## src/rtl/regfile_wb_arbiter_pkg.sv

```systemverilog
// Shared widths and request type for the register-file write-back path.
package regfile_wb_arbiter_pkg;

  localparam int REG_ADDR_W = 5;
  localparam int REG_DATA_W = 32;
  // Wide enough for any starvation bound in 1..15.
  localparam int WAIT_W     = 4;

  // One write-back request: destination register and the value to write.
  typedef struct packed {
    logic [REG_ADDR_W-1:0] reg_addr;
    logic [REG_DATA_W-1:0] data;
  } wb_req_t;

endpackage

```

## src/rtl/regfile_wb_arbiter_hold_slot.sv

```systemverilog
// One-entry hold slot for a write-back port.
//
// Handshake: a request transfers on a posedge where valid_i && ready_o.
// ready_o is high when the slot is empty or is being granted this cycle,
// so a port can refill its slot on the same edge the old entry leaves.
// ready_o is forced low while rst is high.
module wb_hold_slot
  import regfile_wb_arbiter_pkg::*;
(
  input  logic    clk,
  input  logic    rst,
  input  logic    valid_i,
  input  wb_req_t req_i,
  input  logic    grant_i,
  output logic    ready_o,
  output logic    accept_o,
  output logic    hold_v_o,
  output wb_req_t hold_o
);

  logic    hold_v_q, hold_v_d;
  wb_req_t hold_q, hold_d;

  assign ready_o  = !rst && (!hold_v_q || grant_i);
  assign accept_o = valid_i && ready_o;
  assign hold_v_o = hold_v_q;
  assign hold_o   = hold_q;

  // Next slot contents: a new accept overrides the grant-driven clear.
  always_comb begin
    hold_v_d = hold_v_q;
    hold_d   = hold_q;
    if (accept_o) begin
      hold_v_d = 1'b1;
      hold_d   = req_i;
    end else if (grant_i) begin
      hold_v_d = 1'b0;
    end
  end

  // Slot registers; reset discards any held request.
  always_ff @(posedge clk) begin
    if (rst) begin
      hold_v_q <= 1'b0;
      hold_q   <= '0;
    end else begin
      hold_v_q <= hold_v_d;
      hold_q   <= hold_d;
    end
  end

endmodule

```

## src/rtl/regfile_wb_arbiter.sv

```systemverilog
// Write-back arbiter for the register file's single write port.
// Port A has fixed priority; port B is protected by a bounded wait counter.
// Same-register entries are issued oldest first.
module regfile_wb_arbiter
  import regfile_wb_arbiter_pkg::*;
#(
  parameter int MAX_WAIT = 4
) (
  input  logic                  clk,
  input  logic                  rst,
  input  logic                  a_valid,
  output logic                  a_ready,
  input  logic [REG_ADDR_W-1:0] a_reg,
  input  logic [REG_DATA_W-1:0] a_data,
  input  logic                  b_valid,
  output logic                  b_ready,
  input  logic [REG_ADDR_W-1:0] b_reg,
  input  logic [REG_DATA_W-1:0] b_data,
  output logic                  reg_write,
  output logic [REG_ADDR_W-1:0] write_reg,
  output logic [REG_DATA_W-1:0] write_data,
  output logic                  busy
);

  localparam logic [WAIT_W-1:0] MAX_WAIT_C = WAIT_W'(MAX_WAIT);

  logic    a_hold_v, b_hold_v, a_accept, b_accept, grant_a, grant_b;
  wb_req_t a_hold, b_hold, win_req;

  logic [WAIT_W-1:0]     wait_cnt_q, wait_cnt_d;
  logic                  older_q, older_d;   // 1: B entry is older than A
  logic                  reg_write_q, reg_write_d;
  logic [REG_ADDR_W-1:0] write_reg_q, write_reg_d;
  logic [REG_DATA_W-1:0] write_data_q, write_data_d;

  wb_hold_slot u_slot_a (
    .clk     (clk),
    .rst     (rst),
    .valid_i (a_valid),
    .req_i   ('{reg_addr: a_reg, data: a_data}),
    .grant_i (grant_a),
    .ready_o (a_ready),
    .accept_o(a_accept),
    .hold_v_o(a_hold_v),
    .hold_o  (a_hold)
  );

  wb_hold_slot u_slot_b (
    .clk     (clk),
    .rst     (rst),
    .valid_i (b_valid),
    .req_i   ('{reg_addr: b_reg, data: b_data}),
    .grant_i (grant_b),
    .ready_o (b_ready),
    .accept_o(b_accept),
    .hold_v_o(b_hold_v),
    .hold_o  (b_hold)
  );

  // Pick the winner among held entries: ordering beats priority, the wait
  // bound beats A's priority.
  always_comb begin
    grant_a = 1'b0;
    grant_b = 1'b0;
    if (a_hold_v && b_hold_v) begin
      if (a_hold.reg_addr == b_hold.reg_addr) begin
        grant_a = !older_q;
        grant_b = older_q;
      end else if (wait_cnt_q == MAX_WAIT_C) begin
        grant_b = 1'b1;
      end else begin
        grant_a = 1'b1;
      end
    end else begin
      grant_a = a_hold_v;
      grant_b = b_hold_v;
    end
  end

  // Next wait count, age flag and output register values.
  always_comb begin
    wait_cnt_d   = '0;
    older_d      = 1'b0;
    win_req      = grant_b ? b_hold : a_hold;
    reg_write_d  = 1'b0;
    write_reg_d  = write_reg_q;
    write_data_d = write_data_q;

    if (b_hold_v && !grant_b)
      wait_cnt_d = (wait_cnt_q == MAX_WAIT_C) ? wait_cnt_q : wait_cnt_q + 1'b1;

    // Age only matters while both slots will be occupied; a freshly
    // accepted entry is younger than one that stayed, A wins a tie.
    if ((a_accept || (a_hold_v && !grant_a)) && (b_accept || (b_hold_v && !grant_b))) begin
      if (a_accept && !b_accept)      older_d = 1'b1;
      else if (b_accept)              older_d = 1'b0;
      else                            older_d = older_q;
    end

    // Register 0 is never written, but the cycle is still consumed.
    if (grant_a || grant_b) begin
      reg_write_d  = (win_req.reg_addr != '0);
      write_reg_d  = win_req.reg_addr;
      write_data_d = win_req.data;
    end
  end

  // Arbiter state and registered write port.
  always_ff @(posedge clk) begin
    if (rst) begin
      wait_cnt_q   <= '0;
      older_q      <= 1'b0;
      reg_write_q  <= 1'b0;
      write_reg_q  <= '0;
      write_data_q <= '0;
    end else begin
      wait_cnt_q   <= wait_cnt_d;
      older_q      <= older_d;
      reg_write_q  <= reg_write_d;
      write_reg_q  <= write_reg_d;
      write_data_q <= write_data_d;
    end
  end

  assign reg_write  = reg_write_q;
  assign write_reg  = write_reg_q;
  assign write_data = write_data_q;
  assign busy       = a_hold_v || b_hold_v || reg_write_q;

endmodule

```

## config.mk

```make
export PLATFORM = sky130hd
export DESIGN_NAME = regfile_wb_arbiter
export DESIGN_NICKNAME = d
export VERILOG_FILES = /design/src/rtl/regfile_wb_arbiter_pkg.sv /design/src/rtl/regfile_wb_arbiter_hold_slot.sv /design/src/rtl/regfile_wb_arbiter.sv
export SDC_FILE = /design/constraint.sdc
export NUM_CORES = 1
export LEC_CHECK = 0
export ABC_AREA = 1
export BUFFER_PORTS_ARGS = -buffer_cell sky130_fd_sc_hd__buf_2
export CAP_MARGIN = 20
export CORE_MARGIN = 2
export CORE_UTILIZATION = 39
export DETAILED_ROUTE_END_ITERATION = 6
export GPL_ROUTABILITY_DRIVEN = 0
export GPL_TIMING_DRIVEN = 0
export PLACE_DENSITY = 0.67
export SYNTH_ARGS = -nofsm -noshare
export SYNTH_HDL_FRONTEND = slang
export SYNTH_SLANG_ARGS = --single-unit
```

## constraint.sdc

```tcl
create_clock -name clk -period 4.8 [get_ports clk]
set_input_delay 0.96 -clock clk [delete_from_list [all_inputs] [get_ports clk]]
set_output_delay 0.96 -clock clk [all_outputs]
set_load 0.01 [all_outputs]
```

==> results.md <==
* CTS tree: yes
* Placed cells at 886
* Predominant post-synthesis flop cell: dfxtp_1
* Synth cell types at 25
* Cell Pwr Density at 436 mW/mm²
* Synthesized flop and latch total at 119
* CP Class: flop to output pin
* Total track usage at 22.6%
* Bufs on Longest Clock Path at 2
* Min-delay src: u_slot_a.hold_o[27]
* Initial core utilization at 39.6%
* Final setup viols at 0
* Largest net degree at the start of global routing at 17
* H-tree levels at 4
* Fillcell total at 1184
* Slew Viols, Final at 0
* Sequential fraction of the synthesis area at 50.3%
* Layout Utilization at 50.8%
* Die height at 114 µm
* Initial antenna violation count at 0
* Number of gates resized after cts at 0
* Clk_skew at 0.00350 ns
* Die area at 0.0131 mm²
* Area contributors post-synth: dfxtp_1 (50%), nand3_1 (15%), nand2_1 (8.7%)
* Via density at 5.18
* Footprint of the multi-input gates at 0.00203 mm²
* Drt wl/cell at 15.4 µm
* Final net count at 838
* DIE WIDTH at 114 µm
* Final Critical Period at 3.39 ns
* TritonRoute pass-1 iters at 5
* Buffer count from post-CTS setup fixing at 0
* RSZ-0062 raised after global routing: false
* Max-cap violations at 0
* First-iteration detailed-routing DRC count at 297
* Period utilisation layout at 70.6%
* I/O pins at 119
* VDD IR max at 0.298 mV
* LEAKAGE at 2.95 nW
* Area Growth Syn to Fin at 28.3%
* Placed wire-length estimate at 10300 µm
* IO Port Bufs at 117
* Worst Setup Start Kind: flop
* CTS Buf Count at 17
* Crit path max fanout at 10
* Core area at 0.0120 mm²
* Most frequent cell after synthesis: nand3_1
* Root Driver: clkbuf_16
* Reg-to-reg endpoint: write_data[16]
* Yosys warns at 0
* Mapped Cells at 622
* Worst path required time at 3.84 ns
* Post-synth EDFFs at 0
* RR Startpoint: wait_cnt_q[0]
* Antenna diodes at 0
* Setup crit end kind: output pin
* Critical Path AT at 2.43 ns
* Hold_buf cts at 0
* Synthesized Nets at 702
* Ys async rst share at 0%
* Global-route wire length before repair at 22600 µm
* Vias at 4757
* Synthesized area at 0.00474 mm²
* Synth Area per Inst at 7.62 µm²
* Layout cell share with drive strength beyond 1 at 23.2%
* Top-area cell type share of the netlist area at 50.3%
* Worst Hold Depth at 2
* Hold Fails Final Rpt at 0
* Yosys top cell by area: dfxtp_1
* Worst slew pin tran at 0.611 ns
* # rows at 40
* Grt total ovfl at 0
* Post-route DRC at 0
* Hold endpoint: u_slot_a.hold_o[27]
* HP Class: flop to flop
* Reg2reg path depth at 11
* Vias in the first global route at 4617
* Final WL at 14100 µm
* Clock latency on the worst-skew pair at 0.41 ns
* CTS sink cnt at 119
* Slew HR at 59.2%
* Commonest cells post-synth: nand3_1 (146), dfxtp_1 (119), nand2_1 (110)
* ANT nets after route at 0
* Outcome: complete, no violations
* Upper clock frequency limit at 0.295 GHz
* Clk slew on worst S/H paths at 0.05 ns
* Post-Layout Cell Count at 918
* TNS Setup at 0 ns
* R2r setup slk at 2.53 ns
* Sequential Area at 0.00238 mm²
==> worst max path at each step <==
stage / startpoint / cells past startpoint / endpoint
after global placement: rst / 6 / a_ready
after CTS: wait_cnt_q[0] / 11 / a_ready
after detailed placement: rst / 6 / a_ready
final: wait_cnt_q[0] / 11 / a_ready
after floorplan: rst / 4 / a_ready
after global routing: wait_cnt_q[0] / 11 / a_ready
==> per-layer routing <==
metal | global-route usage [%] | wire (µm) | vias to the layer above
met5 | 0 | 0 | -
met4 | 8.62 | 246 | 0
met3 | 5.24 | 856 | 24
met2 | 37.2 | 6570 | 141
met1 | 28.8 | 6470 | 2217
li1 | - | - | 2375
==> stage by stage <==
stage               worst slack [ns]  hold slack, ns  total power, W  instance area (µm²)
global route                    1.20           0.481         0.00275                 6080
finish                          1.41           0.464         0.00265                 6080
floorplan                       2.27           0.443         0.00132                 4740
detailed placement              1.76           0.456         0.00146                 5510
CTS                             1.40           0.465         0.00266                 6080
global placement                1.79           0.453         0.00145                 5510
==> cell type report <==
class                      count  share of cell area, %
clock buffer                  23                   8.19
inverter                      24                   1.48
multi-input combinational    430                   33.4
tap                          147                   3.02
buffer                        49                   3.95
sequential                   119                   39.2
clock inverter                 9                   1.19
timing repair buffer         117                   9.63
==> cell families after synthesis <==
logic type / count (synthesis) / share of synthesized area [%]
AO/OA/AOI/OAI: 55 / 6.07
XOR/XNOR: 2 / 0.370
buffers and inverters: 73 / 6.97
AND/OR/NAND/NOR: 371 / 35.8
flip-flops: 119 / 50.3
adder cells (fa/ha/maj): 2 / 0.528
==> power by group <==
| group | switching, W | leakage (nW) | internal [W] |
|---|---|---|---|
| registers | 0.0000453 | 0.982 | 0.00107 |
| clock network | 0.000431 | 0.288 | 0.000772 |
| logic | 0.000204 | 1.68 | 0.000126 |
==> critical path: stages (launching register included) <==
cell      delay [ns]
dfxtp_1         0.37
inv_1           0.08
ha_1            0.21
nand2_1         0.07
nor2_1          0.07
inv_1           0.12
nand2_1         0.07
nand3b_1        0.20
nand2_1         0.10
inv_2           0.16
clkbuf_1        0.36
buf_2           0.21
==> layout by cell type, fill, tap and decap left out, types with 5 or more instances in the layout <==
| cell type | instances |
|---|---|
| buf_2 | 129 |
| clkbuf_1 | 31 |
| clkbuf_8 | 5 |
| dfxtp_1 | 119 |
| o21ai_0 | 38 |
| a21oi_1 | 11 |
| buf_6 | 5 |
| nand3_1 | 146 |
| nor2_1 | 38 |
| inv_1 | 21 |
| clkbuf_16 | 17 |
| o211ai_1 | 5 |
| clkinv_2 | 7 |
| nor3_1 | 64 |
| nand2_1 | 110 |
Note: power is estimated with default switching activity, not from simulation.
